<file path="src/rtl/reset_seq_pkg.sv">
// Shared types and elaboration-time helpers for the reset sequencer.
package reset_seq_pkg;

  typedef enum logic [1:0] {
    ASSERT  = 2'd0,
    RELEASE = 2'd1,
    DONE    = 2'd2
  } state_t;

  // Bits needed to index 'value' distinct codes (at least 1).
  function automatic int clog2_f(input int value);
    int width;
    width = 1;
    while ((1 << width) < value) width++;
    return width;
  endfunction

  function automatic int max_f(input int a, input int b);
    return (a > b) ? a : b;
  endfunction

endpackage

</file>
<file path="src/rtl/reset_seq_gen_req_filter.sv">
// Glitch filter for the reset request: req_out rises once req_in has been
// high for FILTER_CYCLES consecutive edges and falls with req_in.
module req_filter
  import reset_seq_pkg::*;
#(
  parameter int FILTER_CYCLES = 4
) (
  input  logic clk,
  input  logic reset_n_in,
  input  logic req_in,
  output logic req_out
);

  localparam int FILT_W = clog2_f(FILTER_CYCLES + 1);
  localparam logic [FILT_W-1:0] FILT_LAST = FILT_W'(FILTER_CYCLES - 1);
  localparam logic [FILT_W-1:0] FILT_MAX  = FILT_W'(FILTER_CYCLES);

  if (FILTER_CYCLES < 1) begin : g_bad_filter
    $error("req_filter: FILTER_CYCLES must be at least 1");
  end

  logic [FILT_W-1:0] run_cnt;

  // Count consecutive high samples, saturating so a long request never wraps.
  always_ff @(posedge clk) begin
    // NOTE: every flop update uses <= so all registers see pre-edge values.
    if (!reset_n_in) begin
      run_cnt <= '0;
      req_out <= 1'b0;
    end else if (!req_in) begin
      run_cnt <= '0;
      req_out <= 1'b0;
    end else begin
      if (run_cnt != FILT_MAX) run_cnt <= run_cnt + 1'b1;
      req_out <= (run_cnt >= FILT_LAST);
    end
  end

endmodule

</file>
<file path="src/rtl/reset_seq_gen.sv">
// Staggered reset release: holds all channels in reset, then releases
// channel 0 after HOLD_CYCLES enabled edges and each following channel
// STAGGER_CYCLES enabled edges later. A filtered request restarts it.
module reset_seq_gen
  import reset_seq_pkg::*;
#(
  parameter int NUM_CH         = 4,
  parameter int HOLD_CYCLES    = 16,
  parameter int STAGGER_CYCLES = 8,
  parameter int FILTER_CYCLES  = 4
) (
  input  logic              clk,
  input  logic              reset_n_in,
  input  logic              clk_enable,
  input  logic              req_in,
  output logic [NUM_CH-1:0] reset_out,
  output logic              done
);

  localparam int CNT_W = clog2_f(max_f(HOLD_CYCLES, STAGGER_CYCLES) + 1);
  localparam logic [CNT_W-1:0]  HOLD_LAST    = CNT_W'(HOLD_CYCLES - 1);
  localparam logic [CNT_W-1:0]  STAGGER_LAST = CNT_W'(STAGGER_CYCLES - 1);
  localparam logic [NUM_CH-1:0] LAST_ONLY    = NUM_CH'(1) << (NUM_CH - 1);

  if (NUM_CH < 1 || NUM_CH > 16) begin : g_bad_num_ch
    $error("reset_seq_gen: NUM_CH must be in 1..16");
  end
  if (HOLD_CYCLES < 1) begin : g_bad_hold
    $error("reset_seq_gen: HOLD_CYCLES must be at least 1");
  end
  if (STAGGER_CYCLES < 1) begin : g_bad_stagger
    $error("reset_seq_gen: STAGGER_CYCLES must be at least 1");
  end

  state_t           state;
  logic [CNT_W-1:0] cnt;
  logic             req_filt;

  req_filter #(
    .FILTER_CYCLES(FILTER_CYCLES)
  ) u_req_filter (
    .clk       (clk),
    .reset_n_in(reset_n_in),
    .req_in    (req_in),
    .req_out   (req_filt)
  );

  // Sequencer FSM; channels release low-to-high by shifting zeros in from bit 0.
  always_ff @(posedge clk) begin
    if (!reset_n_in) begin
      state     <= ASSERT;
      cnt       <= '0;
      reset_out <= '1;
      done      <= 1'b0;
    end else if (req_filt) begin
      state     <= ASSERT;
      cnt       <= '0;
      reset_out <= '1;
      done      <= 1'b0;
    end else if (clk_enable) begin
      case (state)
        ASSERT: begin
          if (cnt == HOLD_LAST) begin
            cnt       <= '0;
            reset_out <= reset_out << 1;
            if (NUM_CH == 1) begin
              state <= DONE;
              done  <= 1'b1;
            end else begin
              state <= RELEASE;
            end
          end else begin
            cnt <= cnt + 1'b1;
          end
        end
        RELEASE: begin
          if (cnt == STAGGER_LAST) begin
            cnt       <= '0;
            reset_out <= reset_out << 1;
            if (reset_out == LAST_ONLY) begin
              state <= DONE;
              done  <= 1'b1;
            end
          end else begin
            cnt <= cnt + 1'b1;
          end
        end
        DONE: begin
          cnt <= '0;
        end
        default: begin
          state     <= ASSERT;
          cnt       <= '0;
          reset_out <= '1;
          done      <= 1'b0;
        end
      endcase
    end
  end

endmodule

</file>
<file path="config.mk">
export PLATFORM = sky130hd
export DESIGN_NAME = reset_seq_gen
export DESIGN_NICKNAME = d
export VERILOG_FILES = /design/src/rtl/reset_seq_pkg.sv /design/src/rtl/reset_seq_gen_req_filter.sv /design/src/rtl/reset_seq_gen.sv
export SDC_FILE = /design/constraint.sdc
export NUM_CORES = 1
export LEC_CHECK = 0
export BUFFER_PORTS_ARGS = -buffer_cell sky130_fd_sc_hd__buf_2
export CORE_MARGIN = 1.5
export CORE_UTILIZATION = 52
export DETAILED_ROUTE_END_ITERATION = 8
export GPL_TIMING_DRIVEN = 0
export PLACE_DENSITY = 0.72
export SLEW_MARGIN = 10
export SYNTH_ARGS = -nofsm -noshare
export SYNTH_HDL_FRONTEND = slang
export SYNTH_SLANG_ARGS = --single-unit
</file>
<file path="constraint.sdc">
create_clock -name clk -period 2.85 [get_ports clk]
set_clock_uncertainty 0.1 [all_clocks]
set_input_delay 0.1425 -clock clk [delete_from_list [all_inputs] [get_ports clk]]
set_output_delay 0.1425 -clock clk [all_outputs]
set_load 0.02 [all_outputs]
</file>
-- Word level (Yosys, flattened, before mapping)
Cells that the tools add are included.
- add/subtract/negate cells: 2
- multipliers: 0
- div/mod/pow operators: 0
- $lt $le $gt $ge: 1
- equal/unequal tests: 9
- shift-type cells: 0
- muxes and demuxes: 13
- bitwise operators: 3
- reduce and logical (&&, ||, !) cells: 7
- operators with widths (operator ; count):
    4-bit one-hot mux with 3 select lines ; 1
    5-bit two-way mux ; 2
    5-bit one-hot mux with 2 select lines ; 1
    4-bit two-way mux ; 2
    4-bit AND reduction ; 2
    2-bit two-way mux ; 3
    2-bit != test, second input constant ; 3
    2-bit one-hot mux with 3 select lines ; 1
    5-bit by 1-bit adder with 5-bit output, second input constant ; 1
    5-bit by 3-bit equality test with 1-bit output, second input constant ; 1
    5-bit by 4-bit equality test with 1-bit output, second input constant ; 1
    5-bit AND reduction ; 1
    4-bit equality test, second input constant ; 1
    2-bit OR reduction ; 2
    3-bit by 1-bit adder with 3-bit output, second input constant ; 1
    3-bit by 2-bit >= comparator with 1-bit output, second input constant ; 1
    3-bit != test, second input constant ; 1
    1-bit NOT ; 3
    2-bit by 1-bit equality test with 1-bit output, second input constant ; 1
    2-bit equality test, second input constant ; 1
    2-bit zero test ; 1
    1-bit two-way mux ; 2
    1-bit one-hot mux with 2 select lines ; 1
    2-bit AND reduction ; 1
- register bits: 16
- bits in latches: 0
- memory bits (writable): 0
- ROM bits: 0
- bits of input ports: 4
- output and inout port bits: 5
- logic and storage cells: 41
- memories kept: 0

-- Logic depth before layout (Yosys ltp)
Gate-level depths: netlist of the first run.
- depth after elaboration: 4
- gate-level depth with buffers: 7
- mapped depth without buffers: 7

-- Hierarchy
Synthesis of the first run repeated with hierarchy kept, for this count alone.
- cells, all modules: 95
- area total of the unflattened synthesis: 859.6 um^2
- by module, submodules not included (module ; times used ; cells each ; area each (um^2) ; sequential area each (um^2)):
    reset_seq_gen ; 1 ; 74 ; 669.4 ; 240.2
    req_filter ; 1 ; 21 ; 190.2 ; 80.1

-- Least setup slack after synthesis of the first run
Ideal clock, no wire load.
- path kind: register to register
- start: register cnt[0]
- end: register cnt[0]
- library setup time: 0.066 ns
- arrival time: 1.477 ns
- required time: 2.684 ns
- path slack: 1.207 ns
- stages on the path, launching flop included: 8
- path buffers: 0
- period minus slack after synthesis: 1.643 ns
- cell sequence: dfxtp_1 ha_1 nand3_1 inv_1 ha_1 nor2b_1 a2111o_1 a21oi_2
- cells in the longest elaborated chain, start to end: 3
- elaborated cells on any way between the ends: 6
- classes of those cells: add/sub: 1; eq/ne: 2; mux: 3
- RTL lines (what ; line ; RTL):
    from (decl) ; reset_seq_gen.sv:36 ; logic [CNT_W-1:0] cnt;
    from (signal assigned) ; reset_seq_gen.sv:73 ; cnt <= cnt + 1'b1;
    from (signal assigned) ; reset_seq_gen.sv:85 ; cnt <= cnt + 1'b1;
    5-bit by 1-bit adder with 5-bit output (tied with other cells) ; reset_seq_gen.sv:73, reset_seq_gen.sv:85 ;
    5-bit two-way mux (on tied branches) ; reset_seq_gen.sv:77, reset_seq_gen.sv:63 ;
    5-bit one-hot mux with 2 select lines * ; reset_seq_gen.sv:61 ; case (state)
Every way passes the cells marked *; elsewhere a longest branch is shown, timed or not.
A chain may end at the register's enable or synchronous reset.

-- Worst setup path after layout of the first run
- start: register cnt[0]
- end: register reset_out[3]
- cells in the longest elaborated chain, start to end: 3
- elaborated cells on any way between the ends: 5
- classes of those cells: eq/ne: 4; reduce/logical: 1
- RTL lines (what ; line ; RTL):
    5-bit by 3-bit equality test with 1-bit output / 5-bit by 4-bit equality test with 1-bit output (equally long branches) ; reset_seq_gen.sv:77, reset_seq_gen.sv:63 ;
    2-bit != test (no source line) ; -- ;
    4-bit AND reduction (no source line) * ; -- ;
    to (signal assigned) ; reset_seq_gen.sv:65 ; reset_out <= reset_out << 1;
    to (signal assigned) ; reset_seq_gen.sv:79 ; reset_out <= reset_out << 1;
    to (decl) ; reset_seq_gen.sv:16 ; output logic [NUM_CH-1:0] reset_out,
Marked as above.

==> summary.txt, run 1 <==
Critical path
  – Worst setup SP type: register
  – Cell mode on critical path: ha_1
  – CP Launch Point: cnt[0]
  – Req. time, crit path: between 2 and 3 ns
  – Reg-to-reg critical path startpoint: cnt[0]
  – CP max FO: 4
  – CP Capture Type: register
  – CP Class: register to register
  – Worst EP arrival: roughly 1.9 ns
  – Worst path max stage delay: about 0.39 ns
  – CP max-delay cell: dfxtp_1
  – CP cell instances: ha_1 -> nand3_1 -> inv_1 -> ha_1 -> nor2b_1 -> o221a_2 -> mux2i_1

GRT
  – Grt met3 use: 3.83%
  – Vias in the first global route: 583
  – Met1 Usage GRT: a little under a quarter
  – Gr busiest metal: met2
  – Total gr overflow: 0
  – Largest net degree at the start of global routing: 11
  – Met2 Use GR: between 20% and 30%
  – First-pass GRT wire length: roughly 2.4 mm
  – Overall Global Routing Usage: about 18%
  – Initial antenna violation count: 0

Finish
  – Nets: around 110
  – Ant. Diodes: 0
  – Core Util, Final: around 60%
  – Share of cells above drive strength 1: a little over a fifth
  – Synthesis-to-layout area growth: 11.7%

Synthesis
  – Post-synthesis sequential area ratio: 39.0%
  – #FFs+latches synth: 16
  – Library cells used by synthesis: 30
  – Mean Syn Cell Area: about 9.3 sq um
  – Syn Nets: roughly 100
  – Gate Count Post-Synth: just under 90
  – Warnings from Yosys: 0
  – Synthesized cell area: roughly 820 sq um

Detailed routing
  – Detailed-route DRC error count: 0
  – Drt first pass iters: 4
  – Via/cell ratio: about 5.8
  – Post-Route WL: 1.39 mm
  – DR vias: approximately 670
  – Initial DRC Count: 10
  – Post-DRT Antenna Nets: 0
  – Average routed wire per standard cell: 11.9 um

Min path
  – Worst Hold Launch: req_in
  – Tightest Hold Check Type: input port to register

Clock network
  – PostCTS Resize Cnt: 0
  – Total CTS buffers: 3
  – CTS Sinks: 16
  – Worst-Skew Late Latency: 0.29 ns
  – Hold buffer count at cts: 0
  – CTS tree: built
  – Post-CTS setup buffer count: 0
  – H-tree levels: 1
  – CTS root buffer: clkbuf_4
  – Maximum clock path buffer count: 2
  – Reg clk slew, reported paths: about 0.09 ns

Die
  – Die W: approximately 43 um
  – Core area: 1490 sq um
  – Die Y: 42.8 um
  – Die area: 1830 sq um
  – Initial Util: a little under three fifths
  – FP Rows: 14
  – IO Pins: 9

Pwr
  – Worst vdd ir: 0.000291 V
  – Pwr/cell area: ~440 nW/um^2
  – P_leak: around 0.37 nW

STA
  – TNS Setup: 0 ns
  – Fmax: about 550 MHz
  – Slew headroom: 80.6%
  – RSZ-0062 raised after global routing: false
  – Final Hold Vio Count: 0
  – Slew @ Worst Pin: between 0.2 and 0.3 ns
  – Min cycle time layout: 1.81 ns
  – Setup violations, final: 0
  – Final-report max-slew violation count: 0
  – Final Cycle Share: a little under two thirds

Placement
  – HPWL after DPL: around 1.0 mm
  – Port bufs: 8
  – Gpl congestion: between 0.7 and 0.8

Job
  – Max_cap viols: 0

Status
  – Outcome: finished, final reports clean
power breakdown:
group          leakage (nW)  switching, W  total [W]  internal (W)
Clock                0.0210     0.0000719   0.000150     0.0000778
Sequential            0.130    0.00000373   0.000231      0.000227
Combinational         0.222     0.0000152  0.0000269     0.0000117
Total                 0.373     0.0000909   0.000408      0.000317
critical path, delay by kind of cell (launching register included):
| kind | cells | cell delay, ns |
|---|---|---|
| AOI/OAI and AO/OA | 1 | 0.27 |
| adders and majority gates | 2 | 0.45 |
| buffers and inverters | 1 | 0.07 |
| DFF | 1 | 0.39 |
| muxes | 1 | 0.18 |
| and+or+nand+nor | 2 | 0.28 |
layout by cell type, fill, tap and decap left out:
| cell type | n |
|---|---|
| a2111oi_2 | 1 |
| nor2_1 | 6 |
| a2111o_1 | 1 |
| a22o_1 | 2 |
| o311a_1 | 1 |
| nor3_1 | 5 |
| inv_1 | 6 |
| and4_2 | 1 |
| a22o_2 | 1 |
| clkbuf_4 | 3 |
| o21ai_0 | 2 |
| nand2b_1 | 6 |
| nor2b_1 | 4 |
| a211oi_1 | 2 |
| o221a_2 | 1 |
| o21a_1 | 1 |
| a21oi_2 | 1 |
| and3_1 | 1 |
| and4bb_4 | 1 |
| a31oi_1 | 1 |
| mux2i_1 | 3 |
| clkbuf_8 | 1 |
| o32ai_1 | 1 |
| dfxtp_1 | 16 |
| nor4b_1 | 1 |
| xnor2_1 | 2 |
| buf_4 | 2 |
| buf_2 | 9 |
| nand3_1 | 3 |
| ha_1 | 6 |
| nand2_1 | 5 |
| a21oi_1 | 4 |
synth_stat cells:
| cell | number | area, sq um |
|---|---|---|
| ha_1 | 6 | 75.1 |
| a31oi_1 | 1 | 6.26 |
| nand2_1 | 5 | 18.8 |
| a21oi_2 | 1 | 8.76 |
| a211oi_1 | 2 | 15.0 |
| buf_2 | 1 | 5.00 |
| nand2b_1 | 6 | 37.5 |
| nor2_1 | 6 | 22.5 |
| nor3_1 | 5 | 25.0 |
| a2111o_1 | 1 | 11.3 |
| o221a_2 | 1 | 11.3 |
| xnor2_1 | 2 | 17.5 |
| buf_4 | 2 | 15.0 |
| a22o_2 | 1 | 10.0 |
| o32ai_1 | 1 | 8.76 |
| a2111oi_2 | 1 | 15.0 |
| o311a_1 | 1 | 10.0 |
| nor4b_1 | 1 | 8.76 |
| a21oi_1 | 4 | 20.0 |
| o21ai_0 | 2 | 10.0 |
| and4_2 | 1 | 10.0 |
| dfxtp_1 | 16 | 320 |
| nor2b_1 | 4 | 25.0 |
| o21a_1 | 1 | 7.51 |
| and3_1 | 1 | 6.26 |
| nand3_1 | 3 | 15.0 |
| mux2i_1 | 3 | 30.0 |
| inv_1 | 6 | 22.5 |
| a22o_1 | 2 | 17.5 |
| and4bb_4 | 1 | 16.3 |
cell type report:
class	count	area [sq um]
well taps	16	20.0
flip-flops and latches	16	320
clock buffers	4	36.3
inverters	6	22.5
multi-input cells	63	459
plain buffers	3	20.0
fillers	138	571
repair buffers	8	40.0
worst paths after layout:
kind	cells past startpoint	endpoint	slack, ns
hold reg to reg	1	done	0.37
setup / recovery	7	reset_out[3]	1.04
setup reg to reg	7	reset_out[3]	1.04
hold / removal	3	u_req_filter.run_cnt[0]	0.05
stage by stage:
| step | area, sq um | setup slack [ns] | total power (W) | cells | hold slack, ns |
|---|---|---|---|---|---|
| 2_1_floorplan | 822 | 1.21 | 0.000255 | 88 | 0.224 |
| 3_3_place_gp | 882 | 1.08 | 0.000262 | 112 | 0.344 |
| 3_5_place_dp | 882 | 1.07 | 0.000263 | 112 | 0.348 |
| 4_1_cts | 918 | 1.05 | 0.000415 | 116 | 0.0492 |
| 5_1_grt | 918 | 0.872 | 0.000427 | 116 | 0.0726 |
| 6_report | 918 | 1.04 | 0.000408 | 116 | 0.0511 |
flip-flops by register name, indices dropped and copies added (netlist names):
signal                flops
state                     2
cnt                       5
u_req_filter.run_cnt      3
reset_out                 4
done                      1
u_req_filter.req_out      1
metal layers:
metal | routed length, um | vias to the layer above
met4 | 22 | 0
met5 | 0 | -
met2 | 619 | 9
met3 | 42 | 4
met1 | 701 | 314
li1 | - | 341
cell families after synthesis:
family	Yosys count	share of synthesized area (%)
adder cells (fa/ha/maj)	6	9.13
flip-flops	16	39.0
XOR/XNOR	2	2.13
buffers and inverters	9	5.17
AND/OR/NAND/NOR	33	22.5
multiplexers	3	3.65
AO/OA/AOI/OAI	19	18.4
Power figures use the tool's default switching activity.
==> run 2, diff against run 1 <==
==> constraint.sdc (replaced) <==
create_clock -name clk -period 1.8 [get_ports clk]
set_clock_uncertainty 0.1 [all_clocks]
set_input_delay 0.09 -clock clk [delete_from_list [all_inputs] [get_ports clk]]
set_output_delay 0.09 -clock clk [all_outputs]
set_load 0.02 [all_outputs]
==> run 2 against run 1 <==
  * Sequential power up 59%
  * Sequential share of layout area is 1.2 points lower
  * Global-route usage unchanged
  * Count of clock-buffer cells in the layout unchanged
  * Cell count is 0.86% higher
  * Die area is the same
  * Critical path depth did not move
  * Clock power rose by 61%
  * Register-to-register slack got worse by 0.95 ns
  * Cell area up 4.5%
  * Total power grew 60%
==> summary.txt, run 2 (synthesis results as in run 1) <==
Status
  – Outcome: finished, final reports clean

Critical path
  – CP cell instances: ha_2 -> nand3_1 -> inv_1 -> ha_4 -> nor2b_2 -> a2111o_1 -> a21oi_2
  – CP max-delay cell: dfxtp_2
  – R2R Path End: cnt[0]
  – Worst path max stage delay: about 0.35 ns
  – Worst setup SP type: register
  – CP Capture Type: register
  – R2r setup slk: roughly 0.098 ns
  – Reg-to-reg critical path startpoint: cnt[0]
  – CP Class: register to register
  – Worst Reg-to-Reg Cells: 7
  – Req. time, crit path: between 1.5 and 2 ns
  – CP max FO: 4
  – Worst EP arrival: between 1.5 and 2 ns

Die
  – Core area: 1490 sq um
  – IO Pins: 9
  – Initial Util: between 50% and 60%
  – Die W: ~43 um
  – Die Y: 42.8 um
  – FP Rows: 14
  – Die area: 1830 sq um

Detailed routing
  – DR vias: 687
  – Drt first pass iters: 4
  – Via/cell ratio: around 5.9
  – Post-Route WL: 1.44 mm
  – Post-DRT Antenna Nets: 0
  – Detailed-route DRC error count: 0
  – Initial DRC Count: 14
  – Average routed wire per standard cell: about 12 um

Pwr
  – Switching Share: 22.8%
  – Worst vdd ir: about 0.00046 V
  – Clk pwr share: between 30% and 40%
  – Net Switching: about 0.00015 W
  – P_leak: 0.377 nW
  – Internal power: around 0.00050 W
  – Pwr/cell area: ~700 nW/um^2
  – Reg power frac: a little under three fifths
  – Total power: between 0.0006 and 0.0007 W
  – Logic pwr share: under 10%

GRT
  – Largest net degree at the start of global routing: 11
  – Vias in the first global route: 583
  – Total gr overflow: 0
  – First-pass GRT wire length: 2.44 mm
  – Initial antenna violation count: 0
  – Overall Global Routing Usage: 17.6%

STA
  – Final Cycle Share: a little over nine tenths
  – Final Hold Vio Count: 0
  – Final-report max-slew violation count: 0
  – Slew headroom: slightly above 80%
  – TNS Setup: 0 ns
  – Slew @ Worst Pin: 0.291 ns
  – Min cycle time layout: between 1.5 and 2 ns
  – RSZ-0062 raised after global routing: false
  – Setup violations, final: 0
  – Fmax: around 600 MHz

Clock network
  – CTS root buffer: clkbuf_4
  – Total CTS buffers: 3
  – CTS Sinks: 16
  – Post-CTS setup buffer count: 0
  – Worst-Skew Late Latency: around 0.29 ns
  – Reg clk slew, reported paths: approximately 0.1 ns
  – CTS tree: built
  – Maximum clock path buffer count: 2
  – H-tree levels: 1

Finish
  – Ant. Diodes: 0
  – Top Registers: cnt (5), reset_out (4), u_req_filter.run_cnt (3)
  – Synthesis-to-layout area growth: 16.7%
  – Share of cells above drive strength 1: 26.7%
  – Most flops, register: cnt
  – Nets: between 100 and 150
  – Commonest non-fill, non-tap cell in the layout: dfxtp_1
  – Most frequent cells in the layout: dfxtp_1 (14), buf_2 (9), inv_1 (6), nand2b_1 (6), nor2_1 (6)
  – Max reg flops: 5

Min path
  – Worst Hold Launch: reset_n_in
  – Hold depth: 3
  – Hold EP: u_req_filter.run_cnt[0]
  – Tightest Hold Check Type: input port to register

Placement
  – Gpl congestion: approximately 0.76
  – HPWL after DPL: 1.04 mm
  – Port bufs: 8

Job
  – Max_cap viols: 0
-- run 2: changes by cell type in the layout (fill, tap and decap cells not counted), sizes merged --
cell	delta
dlygate4sd3	+1
-- run 2: area by class of cell --
type	instances	area (sq um)
Timing Repair Buffer	9	50.0
Inverter	6	22.5
Buffer	3	20.0
Multi-Input combinational cell	63	488
Tap cell	16	20.0
Sequential cell	16	323
Fill cell	130	529
Clock buffer	4	36.3
-- run 2: through the flow --
step,hold slack [ns],cells,area [sq um],setup slack (ns),utilization (%)
5_1_grt,0.0284,117,960,0.0171,64.5
3_5_place_dp,0.304,112,882,0.0199,59.2
3_3_place_gp,0.294,112,882,0.0324,59.2
2_1_floorplan,0.172,88,822,0.157,-
4_1_cts,0.00329,117,931,0.0207,62.5
6_report,0.00376,117,960,0.0976,64.5
-- run 2: worst max path at each step --
| stage | from | endpoint | slack (ns) | cells after the start |
|---|---|---|---|---|
| CTS | cnt[0] | reset_out[1] | 0.02 | 7 |
| floorplan | cnt[0] | cnt[0] | 0.16 | 7 |
| global route | cnt[0] | reset_out[3] | 0.02 | 7 |
| finish | cnt[0] | cnt[0] | 0.1 | 7 |
| global placement | cnt[0] | cnt[0] | 0.03 | 7 |
| detailed placement | cnt[0] | reset_out[1] | 0.02 | 7 |
-- run 2: repair_timing --
| item | in CTS | in global routing |
|---|---|---|
| endpoints found under the hold margin | 3 | 0 |
| gates resized for setup | 1 | 7 |
| pin swaps | 0 | 1 |
| hold buffers | 1 | 0 |
| endpoints found under the setup margin | 1 | 7 |
-- run 2: worst max-delay path: cells and delay by family, from the launching register on --
kind / cells / cell delay (ns)
compound gates: 2 / 0.46
simple gates: 2 / 0.27
flops: 1 / 0.35
buf+inv: 1 / 0.07
fa+ha+maj: 2 / 0.38
-- run 2: metal layers --
metal | vias to the layer above | part of all wire, % | track usage, %
li1 | 342 | - | -
met1 | 326 | 47 | 22.8
met2 | 14 | 46 | 27.0
met3 | 5 | 4.5 | 3.83
met4 | 0 | 2.5 | 9.38
met5 | - | 0 | 0
-- run 2: power by group through the flow --
| stage | Clock, W | Combinational [W] | Sequential [W] |
|---|---|---|---|
| after detailed placement | 0 | 0.0000429 | 0.000374 |
| final | 0.000241 | 0.0000447 | 0.000367 |
| after floorplan | 0 | 0.0000318 | 0.000373 |
| after CTS | 0.000248 | 0.0000451 | 0.000366 |
| after global routing | 0.000260 | 0.0000514 | 0.000367 |
| after global placement | 0 | 0.0000411 | 0.000374 |
